--- config.mk ---
export PLATFORM = sky130hd
export DESIGN_NAME = servo_pwm_3ch
export DESIGN_NICKNAME = d
export VERILOG_FILES = /design/src/rtl/servo_pwm_3ch.sv
export SDC_FILE = /design/constraint.sdc
export NUM_CORES = 1
export LEC_CHECK = 0
export CORE_MARGIN = 5
export CORE_UTILIZATION = 60
export DETAILED_ROUTE_END_ITERATION = 6
export GPL_TIMING_DRIVEN = 0
export PLACE_DENSITY = 0.83
export SLEW_MARGIN = 25
export SYNTH_ARGS = -nofsm -noshare
export SYNTH_HDL_FRONTEND = slang
export SYNTH_SLANG_ARGS = --single-unit
--- constraint.sdc ---
create_clock -name clk -period 5.8 [get_ports clk]
set_input_delay 0.58 -clock clk [delete_from_list [all_inputs] [get_ports clk]]
set_output_delay 0.58 -clock clk [all_outputs]
set_load 0.01 [all_outputs]
--- src/rtl/servo_pwm_3ch.sv ---
// Three-channel servo PWM: one pulse per channel per frame, commands latched and
// slew-limited at frame boundaries; pwm outputs registered from next-state counters.
module servo_pwm_3ch #(
  parameter int CLKS_PER_US = 50,
  parameter int FRAME_US    = 20000,
  parameter int MIN_US      = 1000,
  parameter int US_PER_LSB  = 4,
  parameter int MAX_STEP    = 4,
  parameter int CENTER      = 128
) (
  input  logic       clk,
  input  logic       rst,
  input  logic       enable,
  input  logic [7:0] cmd_x,
  input  logic [7:0] cmd_y,
  input  logic [7:0] cmd_z,
  output logic       pwm_x,
  output logic       pwm_y,
  output logic       pwm_z,
  output logic [7:0] pos_x,
  output logic [7:0] pos_y,
  output logic [7:0] pos_z,
  output logic       frame_start,
  output logic       settled
);

  localparam int UW = (CLKS_PER_US > 1) ? $clog2(CLKS_PER_US) : 1;
  localparam int FW = $clog2(FRAME_US);
  localparam logic [UW-1:0] US_LAST = UW'(CLKS_PER_US - 1);
  localparam logic [FW-1:0] FR_LAST = FW'(FRAME_US - 1);
  localparam logic [7:0]    CTR     = 8'(CENTER);
  localparam logic [7:0]    STEP8   = 8'(MAX_STEP);

  if ((FRAME_US <= MIN_US + 255 * US_PER_LSB) || (CLKS_PER_US < 1)) begin : g_illegal
    $error("servo_pwm_3ch: illegal parameter combination");
  end

  logic [UW-1:0] us_cnt, us_nxt;
  logic [FW-1:0] fr_cnt, fr_nxt;
  logic          boundary;
  logic          run, run_nxt;
  logic [7:0]    cmd     [3];
  logic [7:0]    pos     [3];
  logic [7:0]    pos_nxt [3];
  logic [7:0]    tgt     [3];
  logic [7:0]    tgt_nxt [3];
  logic [2:0]    pwm, pwm_nxt;
  logic          settled_nxt;

  assign cmd[0] = cmd_x;
  assign cmd[1] = cmd_y;
  assign cmd[2] = cmd_z;

  // Step toward the target by at most MAX_STEP; the target is always in range so no wrap.
  function automatic logic [7:0] slew(input logic [7:0] target, input logic [7:0] cur);
    int d;
    d = int'(target) - int'(cur);
    if (MAX_STEP == 0 || (d <= MAX_STEP && d >= -MAX_STEP)) return target;
    else if (d > 0) return cur + STEP8;
    else return cur - STEP8;
  endfunction

  function automatic logic [31:0] width_us(input logic [7:0] p);
    return 32'(MIN_US) + 32'(p) * 32'(US_PER_LSB);
  endfunction

  always_comb begin
    boundary = (us_cnt == US_LAST) && (fr_cnt == FR_LAST);
    us_nxt   = (us_cnt == US_LAST) ? '0 : us_cnt + UW'(1);
    fr_nxt   = fr_cnt;
    if (us_cnt == US_LAST) fr_nxt = (fr_cnt == FR_LAST) ? '0 : fr_cnt + FW'(1);
    run_nxt  = boundary ? enable : run;
    pwm_nxt  = '0;
    for (int i = 0; i < 3; i++) begin
      tgt_nxt[i] = tgt[i];
      pos_nxt[i] = pos[i];
      if (boundary && enable) begin
        tgt_nxt[i] = cmd[i];
        pos_nxt[i] = slew(cmd[i], pos[i]);
      end
      pwm_nxt[i] = run_nxt && (32'(fr_nxt) < width_us(pos_nxt[i]));
    end
    settled_nxt = (pos_nxt[0] == tgt_nxt[0]) && (pos_nxt[1] == tgt_nxt[1]) &&
                  (pos_nxt[2] == tgt_nxt[2]);
  end

  always_ff @(posedge clk or negedge rst) begin
    if (!rst) begin
      us_cnt      <= '0;
      fr_cnt      <= '0;
      run         <= 1'b0;
      pwm         <= '0;
      frame_start <= 1'b0;
      settled     <= 1'b1;
      for (int i = 0; i < 3; i++) begin
        pos[i] <= CTR;
        tgt[i] <= CTR;
      end
    end else begin
      us_cnt      <= us_nxt;
      fr_cnt      <= fr_nxt;
      run         <= run_nxt;
      pwm         <= pwm_nxt;
      frame_start <= boundary;
      settled     <= settled_nxt;
      for (int i = 0; i < 3; i++) begin
        pos[i] <= pos_nxt[i];
        tgt[i] <= tgt_nxt[i];
      end
    end
  end

  assign pwm_x = pwm[0];
  assign pwm_y = pwm[1];
  assign pwm_z = pwm[2];
  assign pos_x = pos[0];
  assign pos_y = pos[1];
  assign pos_z = pos[2];

endmodule

==> results.py, run 1 <==
metrics = {
    "pwr": {
        "p_sw_frac": 0.274,
        "p_int_uw": 911,
        "ir_worst_vdd_uv": 118,
        "pwr-share-seq": 0.417,
        "powerDensity_nw_per_um2": 155,
        "power_switching_uw": 344,
        "pwr-share-clk": 0.408,
        "p_leak_uw": 0.00364,
        "p_comb_frac": 0.175,
    },
    "critical_path": {
        "worstRegToRegCells": 22,
        "cp-end-kind": "register",
        "path_class": "input pin to register",
        "crit_chain": "clkdlybuf4s50_1 -> ha_4 -> a21o_1 -> a2111oi_1 -> a21oi_1 -> xnor2_2 -> a41oi_2 -> inv_2 -> ha_1 -> a21o_1 -> a21oi_2 -> xnor2_2 -> a31oi_1 -> a22oi_2 -> or4b_4 -> xor2_1 -> ha_1 -> a21o_1 -> a21o_1 -> a2111oi_2 -> o31a_1",
        "critPathMaxFanout": 5,
        "r2r-end": "pwm[0]",
        "required_ns": 6.07,
        "cpPeakStageDelay_ns": 0.60,
        "r2r_start": "pos_x[2]",
        "r2r_setup_slack_ns": 0.27,
        "startpoint_type": "input pin",
        "worst_path_max_delay_cell": "clkdlybuf4s50_1",
        "cp_common_cell": "a21o_1",
        "arrival_ns": 5.95,
    },
    "place": {
        "place_inst": 977,
        "place_ws_ns": -0.771,
        "hpwl_mm": 14.3,
        "place.port_buffers": 55,
        "dpl-instance-area_sq_um": 7590,
        "gp_congestion": 0.915,
    },
    "synthesis": {
        "syn_area_sq_um": 6840,
        "syn_nets": 877,
        "synth_edf_count": 0,
        "ys_seq_elements": 75,
        "synthCells": 778,
        "ys.flop_type": "dfrtp_1",
        "ys_seq_area_frac": 0.276,
        "syn_area_per_cell_sq_um": 8.79,
        "ys_async_sr_fraction": 1.00,
        "yosys_warnings": 0,
        "ys_types": 83,
    },
    "timing": {
        "setup-tns-final_ns": 0,
        "skew_ns": 0.00565,
        "slew_violations": 0,
        "min_period_over_period": 0.980,
        "rsz0062_at_grt": "yes",
        "worst_slack_ns": 0.115,
        "fmax_mhz": 176,
        "period_minus_slack_ns": 5.68,
        "max_slew_margin": 0.404,
        "hold_violations": 0,
        "setup_viol": 0,
        "max_slew.worst_pin.slew_ns": 0.889,
    },
    "routing": {
        "dr.pass1.iters": 5,
        "vias": 6352,
        "antenna_left": 0,
        "wl_per_cell_um": 19.0,
        "viasPerCell": 6.35,
        "drcViolationCount": 0,
        "drtIter0Drc": 454,
        "finalWirelength_mm": 19.0,
    },
    "die": {
        "initial_core_util": 0.607,
        "ios": 56,
        "die_h_um": 117,
        "core-area_sq_um": 11300,
        "rows": 39,
        "die_area_sq_um": 13600,
        "die_w_um": 117,
    },
    "final_layout": {
        "finalNetCount": 951,
        "num_antenna_cells": 0,
        "area_delta_synth_final_pct": 18.1,
        "drive_gt1_frac": 0.104,
        "final_cell_count_no_fill": 1000,
        "nFillCells": 823,
        "fin_util": 0.716,
        "stdcell_area_sq_um": 8080,
    },
    "global_routing": {
        "track_usage": 0.285,
        "grt_pass1_wl_mm": 31.1,
        "antenna_found_initial": 0,
        "grt_pass1_vias": 6325,
        "grt-ovfl-total": 0,
        "grt_max_degree": 40,
    },
    "cts": {
        "cts.sinks": 75,
        "clock-root-buffer": "clkbuf_16",
        "cts_hold_buf": 0,
        "cts_tree": "built",
        "clockBufferDepth": 2,
        "cts.clk_slew.worst_paths_ns": 0.06,
        "cts_buffers": 9,
        "clk_latency_ns": 0.34,
        "htreeDepth": 3,
    },
    "outcome": {
        "outcome": "complete, no violations",
    },
    "hold_path": {
        "hp-class": "input pin to async pin",
    },
    "run": {
        "cap_violations": 0,
    },
}
-- power groups by stage --
stage          logic, uW  clock network [uW]  registers (uW)
4_1_cts              203                 514             524
3_5_place_dp         197                   0             533
5_1_grt              238                 541             523
6_report             219                 512             524
2_1_floorplan        130                   0             533
3_3_place_gp         187                   0             533
-- logic make-up (layout without fill, tap and decap cells) --
kind of cell               Yosys count  count (layout)  synth area share
buffers and inverters               67             146            0.0382
adders and majority gates           72              72             0.138
xor gates and xnor gates           108             108             0.144
AOI/OAI and AO/OA                  169             169             0.171
DFF                                 75              75             0.276
and+or+nand+nor                    280             280             0.219
muxes                                7               7            0.0126
-- stage by stage --
stage | power (uW) | hold slack (ns)
after floorplan | 663 | 0.284
after global placement | 720 | 0.450
after detailed placement | 729 | 0.471
after CTS | 1240 | 0.218
after global routing | 1300 | 0.240
final | 1250 | 0.199
-- flip-flops by register name, indices dropped and copies added, names as in the netlist --
| signal | cells |
|---|---|
| tgt | 24 |
| fr_cnt | 15 |
| pos_x | 8 |
| pos_y | 8 |
| pos_z | 8 |
| us_cnt | 6 |
| pwm | 3 |
| frame_start | 1 |
| run | 1 |
| settled | 1 |
-- placed cells by master, fill, tap and decap left out, types with 6 or more instances in the layout --
cell,Yosys,final
inv_1,49,47
nor4_1,13,11
dfstp_2,7,7
o211ai_1,6,6
nor2_1,48,47
nor3_1,13,12
nand2_1,93,93
ha_1,66,64
dfrtp_1,68,68
nand3_1,24,24
nand4_1,14,14
and2_1,6,6
a211oi_1,7,6
a21o_1,21,21
a21oi_1,38,33
nor2b_1,12,12
clkdlybuf4s50_1,0,51
xor2_1,37,37
clkbuf_1,13,11
xnor2_1,68,65
or4_1,6,6
or3_1,9,9
o21ai_0,30,28
clkbuf_16,0,9
buf_4,0,10
a31oi_1,8,8
-- repair_timing --
| item | CTS | global route |
|---|---|---|
| resized for setup | 9 | 29 |
| buffers inserted | 1 | 8 |
| setup endpoints to repair | 1 | 3 |
| pin swaps | 2 | 8 |
-- worst max-delay path, delay by kind of cell --
kind,cells,cell delay [ns]
AND/OR/NAND/NOR,1,0.60
XOR/XNOR,3,0.46
AO/OA/AOI/OAI,12,2.75
adder cells (fa/ha/maj),3,0.85
buffers and inverters,2,0.69
-- metal layers --
metal,track usage,vias up,share of wire
met5,0,-,0
met3,0.0576,44,0.076
met4,0.0940,0,0.025
met2,0.479,273,0.49
li1,-,2961,-
met1,0.369,3074,0.41
-- synth_stat cells, types with 14 or more instances --
master / instances / area (sq um)
a21o_1: 21 / 158
o21ai_0: 30 / 150
nand2_1: 93 / 349
ha_1: 66 / 826
nand4_1: 14 / 87.6
a21oi_1: 38 / 190
nor2_1: 48 / 180
inv_1: 49 / 184
dfrtp_1: 68 / 1700
xnor2_1: 68 / 596
xor2_1: 37 / 324
nand3_1: 24 / 120
-- worst max path at each step --
stage	startpoint	to	cells past startpoint
final	cmd_x[3]	pwm[0]	21
after global routing	cmd_x[3]	pwm[0]	21
after CTS	cmd_x[0]	pwm[0]	24
after detailed placement	cmd_x[0]	pwm[0]	24
after global placement	cmd_x[0]	pwm[0]	24
after floorplan	cmd_x[0]	pwm[0]	23
-- area by class of cell --
cell class | instances | area, sq um | area share
plain buffers | 16 | 71.3 | 0.00883
clock buffers | 10 | 229 | 0.0284
repair buffers | 65 | 643 | 0.0796
multi-input cells | 636 | 4840 | 0.600
clock inverters | 6 | 41.3 | 0.00511
flip-flops and latches | 75 | 1890 | 0.233
inverters | 49 | 184 | 0.0228
well taps | 143 | 179 | 0.0222
Note: power is estimated with default switching activity, not from simulation.
==> run 2, diff against run 1 <==
CORE_MARGIN = 4   (was 5)
==> run 2 against run 1 <==
  * The flow now finishes with violations (design-rule violations)
  * Global-route usage rose by 0.62 points
  * Fmax is essentially flat
  * Routed wire length increased by 5.0%
  * Combinational power is essentially flat
  * Worst setup slack worse by 0.0027 ns
  * Via count up 2.2%
==> results.py, run 2 (same netlist as run 1, synthesis figures left out) <==
metrics = {
    "cts": {
        "cts_tree": "built",
        "cts.sinks": 75,
        "clock-root-buffer": "clkbuf_16",
        "clk_latency_ns": 0.34,
        "cts_buffers": 9,
        "htreeDepth": 3,
        "cts.clk_slew.worst_paths_ns": 0.06,
        "clockBufferDepth": 2,
    },
    "timing": {
        "rsz0062_at_grt": "yes",
        "hold_slack_ns": 0.180,
        "max_slew_margin": 0.410,
        "hold_violations": 0,
        "max_slew.worst_pin.slew_ns": 0.881,
        "slew_violations": 0,
        "period_minus_slack_ns": 5.69,
        "worst_slack_ns": 0.113,
        "setup_viol": 0,
        "skew_ns": 0.00705,
        "fmax_mhz": 176,
        "min_period_over_period": 0.981,
    },
    "routing": {
        "wl_met2_mm": 9.83,
        "wl_per_cell_um": 19.9,
        "viasPerCell": 6.48,
        "finalWirelength_mm": 19.9,
        "dr.pass1.iters": 7,
        "wl_met1_mm": 8.13,
        "antenna_left": 0,
        "drtIter0Drc": 643,
        "vias": 6489,
        "drcViolationCount": 7,
        "highest_layer": "met4",
        "wl_met3_mm": 1.40,
    },
    "pwr": {
        "pwr-share-seq": 0.383,
        "p_sw_frac": 0.259,
        "pwr-share-clk": 0.455,
        "powerDensity_nw_per_um2": 167,
        "p_comb_frac": 0.162,
        "p_leak_uw": 0.00370,
        "power_switching_uw": 354,
        "p_int_uw": 1010,
        "power.total_uw": 1370,
        "ir_worst_vdd_uv": 201,
    },
    "die": {
        "core-area_sq_um": 11000,
        "rows": 38,
        "initial_core_util": 0.623,
        "die_area_sq_um": 13200,
        "ios": 56,
        "die_w_um": 115,
        "die_h_um": 115,
    },
    "global_routing": {
        "track_usage": 0.291,
        "grt_pass1_wl_mm": 30.8,
        "antenna_found_initial": 0,
        "grt_max_degree": 44,
        "grt-ovfl-total": 0,
        "grt_pass1_vias": 6263,
    },
    "critical_path": {
        "path_class": "input pin to register",
        "crit_chain": "clkdlybuf4s50_1 -> ha_4 -> a21o_1 -> a2111oi_1 -> a21oi_1 -> xnor2_2 -> a41oi_2 -> inv_2 -> buf_4 -> ha_1 -> a21oi_2 -> buf_4 -> o21bai_1 -> a21oi_1 -> xnor2_1 -> o22ai_1 -> a2bb2oi_1 -> xnor2_1 -> ha_1 -> a21o_1 -> a2111oi_4 -> o31a_1",
        "r2r_start": "pos_z[2]",
        "arrival_ns": 5.95,
        "startpoint_type": "input pin",
        "critPathMaxFanout": 5,
        "cpPeakStageDelay_ns": 0.63,
        "worstRegToRegCells": 22,
        "worst_path_max_delay_cell": "clkdlybuf4s50_1",
        "cp-end-kind": "register",
        "required_ns": 6.06,
        "crit_start": "cmd_x[3]",
    },
    "place": {
        "hpwl_mm": 14.2,
        "gp_congestion": 0.914,
        "place_ws_ns": -0.960,
        "place.port_buffers": 55,
        "place_inst": 974,
    },
    "final_layout": {
        "nFillCells": 781,
        "layout.area.seq_sq_um": 1890,
        "final_common_cell": "nand2_1",
        "final_cell_count_no_fill": 1002,
        "area_delta_synth_final_pct": 19.9,
        "final_cell_mix": "nand2_1, dfrtp_1, xnor2_1",
        "largest_register_ffs": 24,
        "finalNetCount": 956,
        "drive_gt1_frac": 0.111,
        "multi_input_area_sq_um": 4890,
        "regMostFlops": "tgt",
        "num_antenna_cells": 0,
        "reg_top3": "tgt: 24 flops, fr_cnt: 15 flops",
    },
    "run": {
        "cap_violations": 0,
    },
    "outcome": {
        "violations": "design-rule violations",
        "outcome": "finished, violations left",
    },
    "hold_path": {
        "hp-class": "input pin to async pin",
    },
}
==> run 2: path summary, 6_finish.rpt <==
| path | end | slack, ns |
|---|---|---|
| worst max-delay path | pwm[0] | 0.11 |
| worst min-delay path | pos_x[5] | 0.18 |
| worst max register to register | pwm[2] | 0.28 |
| worst min register to register | tgt[7] | 0.46 |
| max in group asynchronous | pos_z[7] | 4.98 |
| min in group clk | tgt[7] | 0.46 |
==> run 2: repair_timing <==
action | CTS | global route
pin swaps | 2 | 11
hold endpoints to repair | 0 | 0
hold buffers | 0 | 0
buffers inserted | 1 | 11
setup endpoints to repair | 2 | 3
resized for setup | 10 | 33
cloned | 0 | 0
==> run 2: routing by layer <==
layer / vias up / GRT usage
met1: 3158 / 0.389
met4: 0 / 0.0884
met5: - / 0
met2: 310 / 0.496
met3: 62 / 0.0384
li1: 2959 / -
==> run 2: cell type report <==
type / count / share of cell area
multi-input combinational: 636 / 0.596
sequential: 75 / 0.230
timing repair buffer: 68 / 0.0808
clock buffer: 11 / 0.0296
inverter: 49 / 0.0224
tap: 140 / 0.0214
clock inverter: 5 / 0.0104
buffer: 18 / 0.00961
==> run 2: worst max-delay path, delay by kind of cell <==
kind	cells	cell delay (ns)
buf+inv	4	1.00
compound gates	12	2.84
xor+xnor	3	0.61
fa+ha+maj	3	0.91
==> run 2: metrics by stage <==
step           TNS [ns]  cell area [sq um]  utilization
2_1_floorplan         0               6840            -
3_3_place_gp     -0.804               7570        0.689
3_5_place_dp      -1.44               7580        0.690
4_1_cts               0               7970        0.725
5_1_grt          -0.239               8200        0.747
6_report              0               8200        0.747
==> run 2: power groups by stage <==
stage / clock [uW] / sequential [uW] / combinational (uW)
2_1_floorplan: 0 / 533 / 130
3_3_place_gp: 0 / 533 / 187
4_1_cts: 621 / 523 / 202
3_5_place_dp: 0 / 533 / 196
5_1_grt: 646 / 523 / 242
6_report: 622 / 523 / 222
==> run 3, diff against run 2 <==
GPL_TIMING_DRIVEN = not set   (was 0)
==> run 3 against run 2 <==
  * The run now ends clean
  * Non-clock buffer count increased by 1
  * Critical path type unchanged
  * Flip-flop and latch count unchanged
  * Highest routed layer unchanged
  * Via count decreased by 3.1%
  * Worst setup slack improved by 0.020 ns
  * Global-route usage decreased by 0.53 points
  * Power decreased by 8.6%
==> results.py, run 3 (same netlist as run 1, synthesis figures left out) <==
metrics = {
    "die": {
        "initial_core_util": 0.623,
        "ios": 56,
        "die_h_um": 115,
        "die_area_sq_um": 13200,
        "die_w_um": 115,
        "rows": 38,
        "core-area_sq_um": 11000,
    },
    "cts": {
        "htreeDepth": 3,
        "clk_latency_ns": 0.34,
        "clock-root-buffer": "clkbuf_16",
        "cts_hold_buf": 0,
        "cts.sinks": 75,
        "cts_tree": "built",
        "clockBufferDepth": 2,
        "cts.clk_slew.worst_paths_ns": 0.06,
        "cts_buffers": 9,
    },
    "timing": {
        "worst_slack_ns": 0.132,
        "min_period_over_period": 0.977,
        "setup_viol": 0,
        "fmax_mhz": 176,
        "slew_violations": 0,
        "max_slew_margin": 0.446,
        "skew_ns": 0.00983,
        "hold_violations": 0,
        "max_slew.worst_pin.slew_ns": 0.826,
        "period_minus_slack_ns": 5.67,
    },
    "outcome": {
        "outcome": "complete, no violations",
    },
    "final_layout": {
        "nFillCells": 822,
        "regMostFlops": "tgt",
        "finalNetCount": 957,
        "area_delta_synth_final_pct": 17.8,
        "stdcell_area_sq_um": 8060,
        "largest_register_ffs": 24,
        "reg_top3": "tgt: 24 flops, fr_cnt: 15 flops",
        "num_antenna_cells": 0,
        "drive_gt1_frac": 0.103,
        "final_cell_mix": "nand2_1, xnor2_1, dfrtp_1",
        "final_common_cell": "nand2_1",
    },
    "critical_path": {
        "cpPeakStageDelay_ns": 0.61,
        "path_class": "input pin to register",
        "crit_buf_inv": 5,
        "crit_chain": "clkdlybuf4s50_1 -> inv_1 -> ha_1 -> inv_1 -> fa_1 -> a211oi_2 -> nor3_2 -> a21oi_1 -> nor3_2 -> a41oi_1 -> inv_1 -> buf_4 -> ha_1 -> a21oi_2 -> xnor2_1 -> a31oi_1 -> a22oi_1 -> or4b_1 -> xor2_1 -> ha_1 -> a21o_1 -> a21o_1 -> a2111oi_1 -> o31a_1",
        "critPathMaxFanout": 3,
        "path_delay_family": "compound AO/OA/AOI/OAI gates",
        "worst_path_max_delay_cell": "or4b_1",
        "cp-end-kind": "register",
        "arrival_ns": 5.95,
        "startpoint_type": "input pin",
        "required_ns": 6.08,
    },
    "place": {
        "place_ws_ns": -0.243,
        "gp_congestion": 0.915,
        "dpl-instance-area_sq_um": 7700,
        "place.port_buffers": 55,
        "hpwl_mm": 13.9,
    },
    "routing": {
        "viasPerCell": 6.27,
        "antenna_left": 0,
        "drcViolationCount": 0,
        "wl_per_cell_um": 18.3,
        "vias": 6291,
        "finalWirelength_mm": 18.3,
        "dr.pass1.iters": 5,
        "drtIter0Drc": 558,
    },
    "global_routing": {
        "grt_max_degree": 76,
        "track_usage": 0.286,
        "grt_pass1_wl_mm": 30.4,
        "grt-ovfl-total": 0,
        "antenna_found_initial": 0,
        "grt_pass1_vias": 6296,
    },
    "pwr": {
        "p_leak_uw": 0.00367,
        "ir_worst_vdd_uv": 149,
        "powerDensity_nw_per_um2": 155,
    },
    "hold_path": {
        "hp-class": "input pin to async pin",
    },
    "run": {
        "cap_violations": 0,
    },
}
==> run 3: layout make-up <==
type	instances	area, sq um	share of cell area
Multi-Input combinational cell	636	4740	0.588
Sequential cell	75	1890	0.234
Timing Repair Buffer	87	801	0.0993
Clock buffer	10	229	0.0284
Inverter	49	184	0.0228
Tap cell	140	175	0.0217
Clock inverter	6	42.5	0.00528
==> run 3: timing repair <==
item | 4_1_cts | 5_1_grt
setup endpoints to repair | 0 | 2
setup buffers | 0 | 2
hold endpoints to repair | 0 | 0
gates resized for setup | 0 | 10
==> run 3: layer usage <==
| metal | up-vias | track usage | wire [um] | part of all wire |
|---|---|---|---|---|
| met5 | - | 0 | 0 | 0 |
| met2 | 233 | 0.477 | 8800 | 0.48 |
| met4 | 0 | 0.0915 | 495 | 0.027 |
| met3 | 52 | 0.0421 | 1080 | 0.059 |
| li1 | 2973 | - | - | - |
| met1 | 3033 | 0.386 | 7970 | 0.43 |
==> run 3: worst register-to-register path, delay by kind of cell, from the launching register on <==
| family | cells | cell delay, ns |
|---|---|---|
| AOI/OAI and AO/OA | 11 | 2.50 |
| adders and majority gates | 3 | 0.87 |
| and+or+nand+nor | 1 | 0.61 |
| DFF | 1 | 0.54 |
| xor gates and xnor gates | 3 | 0.46 |
| buffers and inverters | 3 | 0.41 |
==> run 3: power by group <==
group | total [uW] | internal [uW] | switching [uW]
clock network | 514 | 290 | 224
registers | 523 | 523 | 0
logic | 213 | 97.6 | 115
total | 1250 | 911 | 339
==> run 3: per-stage QoR <==
step	TNS [ns]	std cells	utilization	hold slack, ns	total power, uW
final	0	1003	0.734	0.197	1250
after global routing	-0.0582	1003	0.734	0.219	1300
after CTS	0	1000	0.726	0.428	1250
after detailed placement	-0.391	984	0.701	0.452	736
after global placement	0	984	0.701	0.449	730
after floorplan	0	778	-	0.284	663
==> run 3: path summary, 6_finish.rpt <==
check	from	endpoint	slack, ns	depth (start not counted)
setup / recovery	cmd_x[0]	pwm[0]	0.13	24
hold / removal	rst	tgt[21]	0.20	1
setup reg to reg	pos_x[2]	pwm[0]	0.35	21
hold reg to reg	tgt[7]	tgt[7]	0.46	2
max in group asynchronous	rst	pos_z[7]	4.96	2
min in group clk	tgt[7]	tgt[7]	0.46	2
